===== config.mk =====
export PLATFORM = sky130hd
export DESIGN_NAME = ps2_player_input_flat
export DESIGN_NICKNAME = d
export VERILOG_FILES = /design/src/rtl/ps2_player_input_pkg.sv /design/src/rtl/ps2_player_input_if.sv /design/src/rtl/ps2_key_decoder.sv /design/src/rtl/ps2_player_input.sv /design/src/flat_wrapper.sv
export SDC_FILE = /design/constraint.sdc
export NUM_CORES = 1
export LEC_CHECK = 0
export BUFFER_PORTS_ARGS = -buffer_cell sky130_fd_sc_hd__buf_4
export CORE_ASPECT_RATIO = 0.7
export CORE_MARGIN = 2
export CORE_UTILIZATION = 58
export CTS_CLUSTER_SIZE = 40
export DETAILED_ROUTE_END_ITERATION = 16
export HOLD_SLACK_MARGIN = 0.06
export MAX_ROUTING_LAYER = met4
export PLACE_DENSITY = 0.83
export SYNTH_ARGS = -nofsm -noshare
export SYNTH_HDL_FRONTEND = slang
export SYNTH_SLANG_ARGS = --single-unit

===== constraint.sdc =====
create_clock -name clk -period 2.05 [get_ports clk]
set_input_delay 0.3075 -clock clk [delete_from_list [all_inputs] [get_ports clk]]
set_output_delay 0.3075 -clock clk [all_outputs]
set_load 0.01 [all_outputs]

===== src/rtl/ps2_player_input_pkg.sv =====
// ---------------------------------------------------------------------------
// ps2_player_input_pkg
// Shared types and constants for the PS/2 player input path:
//   - key_idx_t   : index of each tracked key inside the held[] vector
//   - dec_state_t : scan-code decoder states
//   - dir_t       : last horizontal direction pressed
//   - PS/2 Set 2 prefix bytes and keyboard status bytes to ignore
//   - default key maps for player 1 and player 2
// ---------------------------------------------------------------------------
package ps2_player_input_pkg;

    localparam int NUM_KEYS = 5;

    typedef enum logic [2:0] {
        K_RIGHT  = 3'd0,
        K_LEFT   = 3'd1,
        K_JUMP   = 3'd2,
        K_SQUAT  = 3'd3,
        K_DEFEND = 3'd4
    } key_idx_t;

    typedef enum logic [1:0] {
        ST_IDLE    = 2'd0,
        ST_EXT     = 2'd1,
        ST_BRK     = 2'd2,
        ST_EXT_BRK = 2'd3
    } dec_state_t;

    typedef enum logic {
        DIR_RIGHT = 1'b0,
        DIR_LEFT  = 1'b1
    } dir_t;

    // Prefix bytes
    localparam logic [7:0] PS2_EXT    = 8'hE0;
    localparam logic [7:0] PS2_BRK    = 8'hF0;

    // Keyboard status / protocol bytes that carry no key information
    localparam logic [7:0] PS2_BAT_OK = 8'hAA;
    localparam logic [7:0] PS2_ACK    = 8'hFA;
    localparam logic [7:0] PS2_RESEND = 8'hFE;
    localparam logic [7:0] PS2_ECHO   = 8'hEE;
    localparam logic [7:0] PS2_PAUSE  = 8'hE1;

    // Player 1: D / A / W / S / F
    localparam logic [7:0] P1_KEY_RIGHT  = 8'h23;
    localparam logic [7:0] P1_KEY_LEFT   = 8'h1C;
    localparam logic [7:0] P1_KEY_JUMP   = 8'h1D;
    localparam logic [7:0] P1_KEY_SQUAT  = 8'h1B;
    localparam logic [7:0] P1_KEY_DEFEND = 8'h2B;

    // Player 2: L / J / I / K / O
    localparam logic [7:0] P2_KEY_RIGHT  = 8'h4B;
    localparam logic [7:0] P2_KEY_LEFT   = 8'h3B;
    localparam logic [7:0] P2_KEY_JUMP   = 8'h43;
    localparam logic [7:0] P2_KEY_SQUAT  = 8'h42;
    localparam logic [7:0] P2_KEY_DEFEND = 8'h44;

    localparam logic [19:0] DEFAULT_TIMEOUT = 20'd500000;

    function automatic logic is_ignorable(input logic [7:0] code);
        return (code == PS2_BAT_OK) || (code == PS2_ACK)  ||
               (code == PS2_RESEND) || (code == PS2_ECHO) ||
               (code == PS2_PAUSE);
    endfunction

endpackage


===== src/rtl/ps2_player_input_if.sv =====
// ---------------------------------------------------------------------------
// ps2_player_input_if
// Byte stream from the PS/2 receiver into the player input decoder.
//   scan_valid : one-cycle strobe, scan_code holds a new byte
//   scan_code  : received PS/2 byte
// Modports: master (byte receiver side), slave (decoder side).
// ---------------------------------------------------------------------------
interface ps2_player_input_if;

    logic       scan_valid;
    logic [7:0] scan_code;

    modport master (output scan_valid, output scan_code);
    modport slave  (input  scan_valid, input  scan_code);

endinterface


===== src/rtl/ps2_key_decoder.sv =====
// ---------------------------------------------------------------------------
// ps2_key_decoder
// Tracks the Set 2 prefix sequence (E0 / F0 / E0 F0) and reports completed
// make and break codes for the five mapped keys.
// Ports:
//   clk, rst_n   : clock, asynchronous active-low reset
//   scan_valid   : byte strobe
//   scan_code    : byte value
//   make_valid   : this cycle's byte is a make of a mapped key
//   break_valid  : this cycle's byte is a break of a mapped key
//   key_idx      : which mapped key (valid with make_valid/break_valid)
// make/break are decoded combinationally from the current state and the
// incoming byte so the top level can fold them into the same cycle's frame.
// ---------------------------------------------------------------------------
module ps2_key_decoder
    import ps2_player_input_pkg::*;
#(
    parameter logic [7:0]  KEY_RIGHT  = P1_KEY_RIGHT,
    parameter logic [7:0]  KEY_LEFT   = P1_KEY_LEFT,
    parameter logic [7:0]  KEY_JUMP   = P1_KEY_JUMP,
    parameter logic [7:0]  KEY_SQUAT  = P1_KEY_SQUAT,
    parameter logic [7:0]  KEY_DEFEND = P1_KEY_DEFEND,
    parameter logic [19:0] TIMEOUT    = DEFAULT_TIMEOUT
) (
    input  logic       clk,
    input  logic       rst_n,
    input  logic       scan_valid,
    input  logic [7:0] scan_code,
    output logic       make_valid,
    output logic       break_valid,
    output key_idx_t   key_idx
);

    localparam logic [19:0] TO_LAST = TIMEOUT - 20'd1;

    dec_state_t  state;
    logic [19:0] idle_cnt;
    logic        key_hit;

    // Key map lookup
    always_comb begin
        key_hit = 1'b1;
        key_idx = K_RIGHT;
        if (scan_code == KEY_RIGHT)       key_idx = K_RIGHT;
        else if (scan_code == KEY_LEFT)   key_idx = K_LEFT;
        else if (scan_code == KEY_JUMP)   key_idx = K_JUMP;
        else if (scan_code == KEY_SQUAT)  key_idx = K_SQUAT;
        else if (scan_code == KEY_DEFEND) key_idx = K_DEFEND;
        else                              key_hit = 1'b0;
    end

    // Prefix bytes and status bytes seen in IDLE never count as makes
    always_comb begin
        make_valid  = scan_valid && (state == ST_IDLE) && key_hit &&
                      (scan_code != PS2_EXT) && (scan_code != PS2_BRK) &&
                      !is_ignorable(scan_code);
        break_valid = scan_valid && (state == ST_BRK) && key_hit;
    end

    always_ff @(posedge clk or negedge rst_n) begin
        if (!rst_n) begin
            state    <= ST_IDLE;
            idle_cnt <= '0;
        end else if (scan_valid) begin
            idle_cnt <= '0;
            case (state)
                ST_IDLE: begin
                    if (scan_code == PS2_EXT)      state <= ST_EXT;
                    else if (scan_code == PS2_BRK) state <= ST_BRK;
                end
                ST_EXT:     state <= (scan_code == PS2_BRK) ? ST_EXT_BRK : ST_IDLE;
                ST_BRK:     state <= ST_IDLE;
                ST_EXT_BRK: state <= ST_IDLE;
                default:    state <= ST_IDLE;
            endcase
        end else if (state != ST_IDLE) begin
            // A stalled prefix (lost byte, unplugged keyboard) must not
            // swallow the next real make code forever.
            if (idle_cnt == TO_LAST) begin
                state    <= ST_IDLE;
                idle_cnt <= '0;
            end else begin
                idle_cnt <= idle_cnt + 20'd1;
            end
        end
    end

endmodule


===== src/rtl/ps2_player_input.sv =====
// ---------------------------------------------------------------------------
// ps2_player_input
// Turns a PS/2 Set 2 byte stream into frame-synchronous movement commands
// for one player.
// Ports:
//   clk, rst_n : clock, asynchronous active-low reset
//   bus        : byte stream (scan_valid / scan_code), slave side
//   frame_en   : one-cycle strobe per game update
//   right/left : horizontal move this frame (never both)
//   jump       : one frame per jump key press
//   squat      : squat key held
//   defend     : defend key held
// Outputs update only on frame_en and are computed from the next-state key
// vector, so a byte arriving on the strobe cycle is already reflected.
// ---------------------------------------------------------------------------
module ps2_player_input
    import ps2_player_input_pkg::*;
#(
    parameter logic [7:0]  KEY_RIGHT  = 8'h23,
    parameter logic [7:0]  KEY_LEFT   = 8'h1C,
    parameter logic [7:0]  KEY_JUMP   = 8'h1D,
    parameter logic [7:0]  KEY_SQUAT  = 8'h1B,
    parameter logic [7:0]  KEY_DEFEND = 8'h2B,
    parameter logic [19:0] TIMEOUT    = 20'd500000
) (
    input  logic                     clk,
    input  logic                     rst_n,
    ps2_player_input_if.slave        bus,
    input  logic                     frame_en,
    output logic                     right,
    output logic                     left,
    output logic                     jump,
    output logic                     squat,
    output logic                     defend
);

    logic                make_valid;
    logic                break_valid;
    key_idx_t            key_idx;

    logic [NUM_KEYS-1:0] held;
    logic [NUM_KEYS-1:0] held_nxt;
    dir_t                last_dir;
    dir_t                last_dir_nxt;
    logic                jump_pend;
    logic                press_new;
    logic                jump_press_now;

    ps2_key_decoder #(
        .KEY_RIGHT  (KEY_RIGHT),
        .KEY_LEFT   (KEY_LEFT),
        .KEY_JUMP   (KEY_JUMP),
        .KEY_SQUAT  (KEY_SQUAT),
        .KEY_DEFEND (KEY_DEFEND),
        .TIMEOUT    (TIMEOUT)
    ) u_decoder (
        .clk         (clk),
        .rst_n       (rst_n),
        .scan_valid  (bus.scan_valid),
        .scan_code   (bus.scan_code),
        .make_valid  (make_valid),
        .break_valid (break_valid),
        .key_idx     (key_idx)
    );

    // A "new" press is a make of a key not already held; typematic repeats
    // of a held key are not presses.
    always_comb begin
        held_nxt       = held;
        last_dir_nxt   = last_dir;
        press_new      = make_valid && !held[key_idx];
        jump_press_now = press_new && (key_idx == K_JUMP);
        if (make_valid)  held_nxt[key_idx] = 1'b1;
        if (break_valid) held_nxt[key_idx] = 1'b0;
        if (press_new && (key_idx == K_RIGHT))     last_dir_nxt = DIR_RIGHT;
        else if (press_new && (key_idx == K_LEFT)) last_dir_nxt = DIR_LEFT;
    end

    always_ff @(posedge clk or negedge rst_n) begin
        if (!rst_n) begin
            held      <= '0;
            last_dir  <= DIR_RIGHT;
            jump_pend <= 1'b0;
            right     <= 1'b0;
            left      <= 1'b0;
            jump      <= 1'b0;
            squat     <= 1'b0;
            defend    <= 1'b0;
        end else begin
            held     <= held_nxt;
            last_dir <= last_dir_nxt;
            if (frame_en) begin
                // With both directions held the most recent press wins,
                // which keeps right and left mutually exclusive.
                right     <= held_nxt[K_RIGHT] &
                             (~held_nxt[K_LEFT] | (last_dir_nxt == DIR_RIGHT));
                left      <= held_nxt[K_LEFT] &
                             (~held_nxt[K_RIGHT] | (last_dir_nxt == DIR_LEFT));
                squat     <= held_nxt[K_SQUAT];
                defend    <= held_nxt[K_DEFEND];
                jump      <= jump_pend | jump_press_now;
                jump_pend <= 1'b0;
            end else begin
                jump_pend <= jump_pend | jump_press_now;
            end
        end
    end

endmodule


===== src/flat_wrapper.sv =====
// flat-port wrapper written by rule: the top's interface ports become plain ports
module ps2_player_input_flat import ps2_player_input_pkg::*;
#(
    parameter logic [7:0]  KEY_RIGHT  = 8'h23,
    parameter logic [7:0]  KEY_LEFT   = 8'h1C,
    parameter logic [7:0]  KEY_JUMP   = 8'h1D,
    parameter logic [7:0]  KEY_SQUAT  = 8'h1B,
    parameter logic [7:0]  KEY_DEFEND = 8'h2B,
    parameter logic [19:0] TIMEOUT    = 20'd500000
)
  (clk, rst_n, frame_en, right, left, jump, squat, defend, bus_scan_valid, bus_scan_code);
  ps2_player_input_if bus_i ();
  input  logic clk;
  input  logic rst_n;
  input  logic frame_en;
  output logic right;
  output logic left;
  output logic jump;
  output logic squat;
  output logic defend;
  input wire logic [$bits(bus_i.scan_valid)-1:0] bus_scan_valid;
  input wire logic [$bits(bus_i.scan_code)-1:0] bus_scan_code;
  assign bus_i.scan_valid = bus_scan_valid;
  assign bus_i.scan_code = bus_scan_code;
  ps2_player_input #(.KEY_RIGHT(KEY_RIGHT), .KEY_LEFT(KEY_LEFT), .KEY_JUMP(KEY_JUMP), .KEY_SQUAT(KEY_SQUAT), .KEY_DEFEND(KEY_DEFEND), .TIMEOUT(TIMEOUT)) u_core (.clk(clk), .rst_n(rst_n), .bus(bus_i), .frame_en(frame_en), .right(right), .left(left), .jump(jump), .squat(squat), .defend(defend));
endmodule

==> summary.md <==
| Metric | Value |
|---|---|
| Hold WS | `0.259 ns` |
| Clock Latency Late Sink | `0.27 ns` |
| Die area | `3710 um^2` |
| Critical Path Start Type | `flip-flop` |
| Top cells by area, synth | `dfrtp_1 45%, nor2_1 5.8%, xor2_1 5.6%, nand2_1 3.0%, nand4_1 2.7%` |
| Syn Inst Count | `196` |
| Maximum vdd drop | `0.737 mV` |
| Fin. max-slew vios | `0` |
| Critical path arrival | `2.02 ns` |
| Mapped Area | `1870 um^2` |
| Post-synth top area share | `45.4%` |
| Ys flop type | `dfrtp_1` |
| Final HPWL DP | `3.02 mm` |
| Cell Rows | `17` |
| Fraction of layout cells with a size suffix above 1 | `20.4%` |
| GPL Wtd Cong | `0.933` |
| PortBufs | `16` |
| Fill cells | `236` |
| Antenna violations before repair | `0` |
| Min Clock Period, post-route | `1.86 ns` |
| EDFF count, synth | `0` |
| Lkg Pwr | `0.984 nW` |
| DR pass1 iterations | `5` |
| Worst EP required | `2.21 ns` |
| Total track usage | `24.6%` |
| N_diodes | `0` |
| Crit path capture type | `flip-flop` |
| CTS Buffer Depth | `2` |
| Die height | `51.5 um` |
| Yosys reg bits | `34` |
| Power Density | `733 nW/um^2` |
| Most numerous cell in the Yosys netlist | `dfrtp_1` |
| First-pass GRT wire length | `6.88 mm` |
| Hold Vio Cnt, Final | `0` |
| Top cells by count, synth | `34 x dfrtp_1, 29 x nor2_1, 15 x nand2_1` |
| Yosys Warn Count | `0` |
| Clock sinks | `34` |
| Crit Path Category | `reg -> reg` |
| Top fanout value on the critical path | `8` |
| Starting DRC count in detailed routing | `117` |
| Hold WC Path Type | `in -> reg` |
| H-tree levels | `2` |
| Detailed-route via count | `1,599` |
| Max-cap violations | `0` |
| Seq/Total Area, Yosys | `45.4%` |
| Layout Nets | `233` |
| Grt ovf | `0` |
| Pin count of the biggest net entering global routing | `35` |
| Final setup violation count | `0` |
| Crit share post-route | `91.0%` |
| Ys async rst share | `100%` |
| Setup TNS | `0 ns` |
| Initial Util | `59.9%` |
| Residual DRC count | `0` |
| CTS root buffer | `clkbuf_8` |
| CTS buffer count | `5` |
| FMAX | `536 MHz` |
| Syn_nets | `209` |
| CTS tree | `done` |
| Unrepaired setup endpoints after global routing | `false` |
| Vias in the first global route | `1,521` |
| Worst-margin pin slew | `0.555 ns` |
| Yosys top cell by area | `dfrtp_1` |
| Status | `finished, final reports clean` |
| Via density | `6.17` |
| Post-Route WL | `4.03 mm` |
| Routed Antenna Nets | `0` |
| Die Width | `71.9 um` |
| Clock slew at reported path FFs | `0.07 ns` |
| Synth unique cells | `49` |
| R2R Setup Slk | `0.19 ns` |
| Layout area overhead | `18.8%` |
| Area of the core | `3130 um^2` |
| Final Skew | `0.00222 ns` |
| I/O pins | `17` |
| Slew HR | `62.5%` |
| DR WL/cell | `15.6 um` |
| Synthesized area per cell | `9.56 um^2` |
kinds of logic after synthesis:
kind of cell | count (synthesis) | synth area share, %
xor gates and xnor gates | 14 | 6.55
muxes | 4 | 2.34
DFF | 34 | 45.4
AOI/OAI and AO/OA | 41 | 15.1
and+or+nand+nor | 91 | 27.4
adders and majority gates | 1 | 0.668
buffers and inverters | 11 | 2.54
per-stage QoR:
| stage | cell area, um^2 | setup WS (ns) | power, mW | util, % | std cells |
|---|---|---|---|---|---|
| after floorplan | 1870 | 0.182 | 0.809 | - | 196 |
| after global routing | 2230 | 0.0131 | 1.70 | 71.2 | 259 |
| after global placement | 2060 | 0.0840 | 0.880 | 65.9 | 250 |
| after CTS | 2210 | 0.0127 | 1.64 | 70.8 | 259 |
| after detailed placement | 2060 | 0.0412 | 0.888 | 65.9 | 250 |
| final | 2230 | 0.185 | 1.63 | 71.2 | 259 |
path summary, 6_finish.rpt:
check,to,from,cells after the start
worst min-delay path,u_core.u_decoder.state[0]$_DFFE_PN0P_,bus_scan_code[4],2
worst max-delay path,u_core.u_decoder.idle_cnt[10]$_DFFE_PN0P_,u_core.u_decoder.state[1]$_DFFE_PN0P_,6
min in group asynchronous,u_core.u_decoder.idle_cnt[16]$_DFFE_PN0P_,rst_n,2
max in group asynchronous,u_core.u_decoder.idle_cnt[0]$_DFFE_PN0P_,rst_n,2
worst min register to register,u_core.squat$_DFFE_PN0P_,u_core.squat$_DFFE_PN0P_,1
worst max register to register,u_core.u_decoder.idle_cnt[10]$_DFFE_PN0P_,u_core.u_decoder.state[1]$_DFFE_PN0P_,6
cell usage in the layout (no fill, tap or decap), types with 2 or more instances in the layout:
cell type and instances:
dfrtp_1 34, xnor2_1 2, and4_1 3, nor2_1 29, a31oi_1 6, xor2_1 12, bufinv_16 2, nand3_1 6
nor3_2 2, inv_1 4, clkbuf_8 6, nand2b_1 4, nand2_1 15, nand4_1 8, nand3b_1 2, o31ai_1 4
and3_1 3, o21ai_0 9, and2_1 3, a21oi_1 7, mux2_2 3, buf_4 23, nor3_1 3, and3b_1 2
nor4b_2 3, a21o_1 2
where the power goes:
part / internal (mW) / switching, mW
Combinational: 0.0722 / 0.0903
Clock: 0.519 / 0.234
Sequential: 0.697 / 0.0195
routing by layer:
metal	GRT usage, %	wire, um	share of wire [%]	up-vias
met5	-	0	0	-
met4	6.92	27	0.67	0
met3	5.43	285	7.1	4
met2	36.9	1800	45	62
met1	34.3	1920	48	769
li1	-	-	-	764
worst max-delay path, cell delays in order, from the launching register on:
cell      delay [ns]
dfrtp_1         0.38
buf_4           0.16
o311ai_0        0.53
nor2_1          0.23
nand4_1         0.17
xor2_1          0.20
nor2_1          0.07
flip-flops by register name, indices dropped and copies added (netlist names):
signal	flops
u_core.last_dir	1
u_core.right	1
u_core.held	5
u_core.jump_pend	1
u_core.defend	1
u_core.u_decoder.idle_cnt	20
u_core.squat	1
u_core.left	1
u_core.u_decoder.state	2
u_core.jump	1
area by class of cell:
cell class              count  area (um^2)  area share, %
clock buffers               6         82.6           3.71
inverters                   4         15.0          0.675
well taps                  38         47.5           2.14
clock inverters             2         60.1           2.70
flip-flops and latches     34          851           38.2
multi-input cells         151          987           44.4
repair buffers             24          183           8.21
repair_timing:
action / 4_1_cts / 5_1_grt
endpoints found under the setup margin: 0 / 21
buffers inserted: 0 / 0
hold buffers: 1 / 0
resized for setup: 0 / 2
endpoints found under the hold margin: 34 / 0
Power figures use the tool's default switching activity.
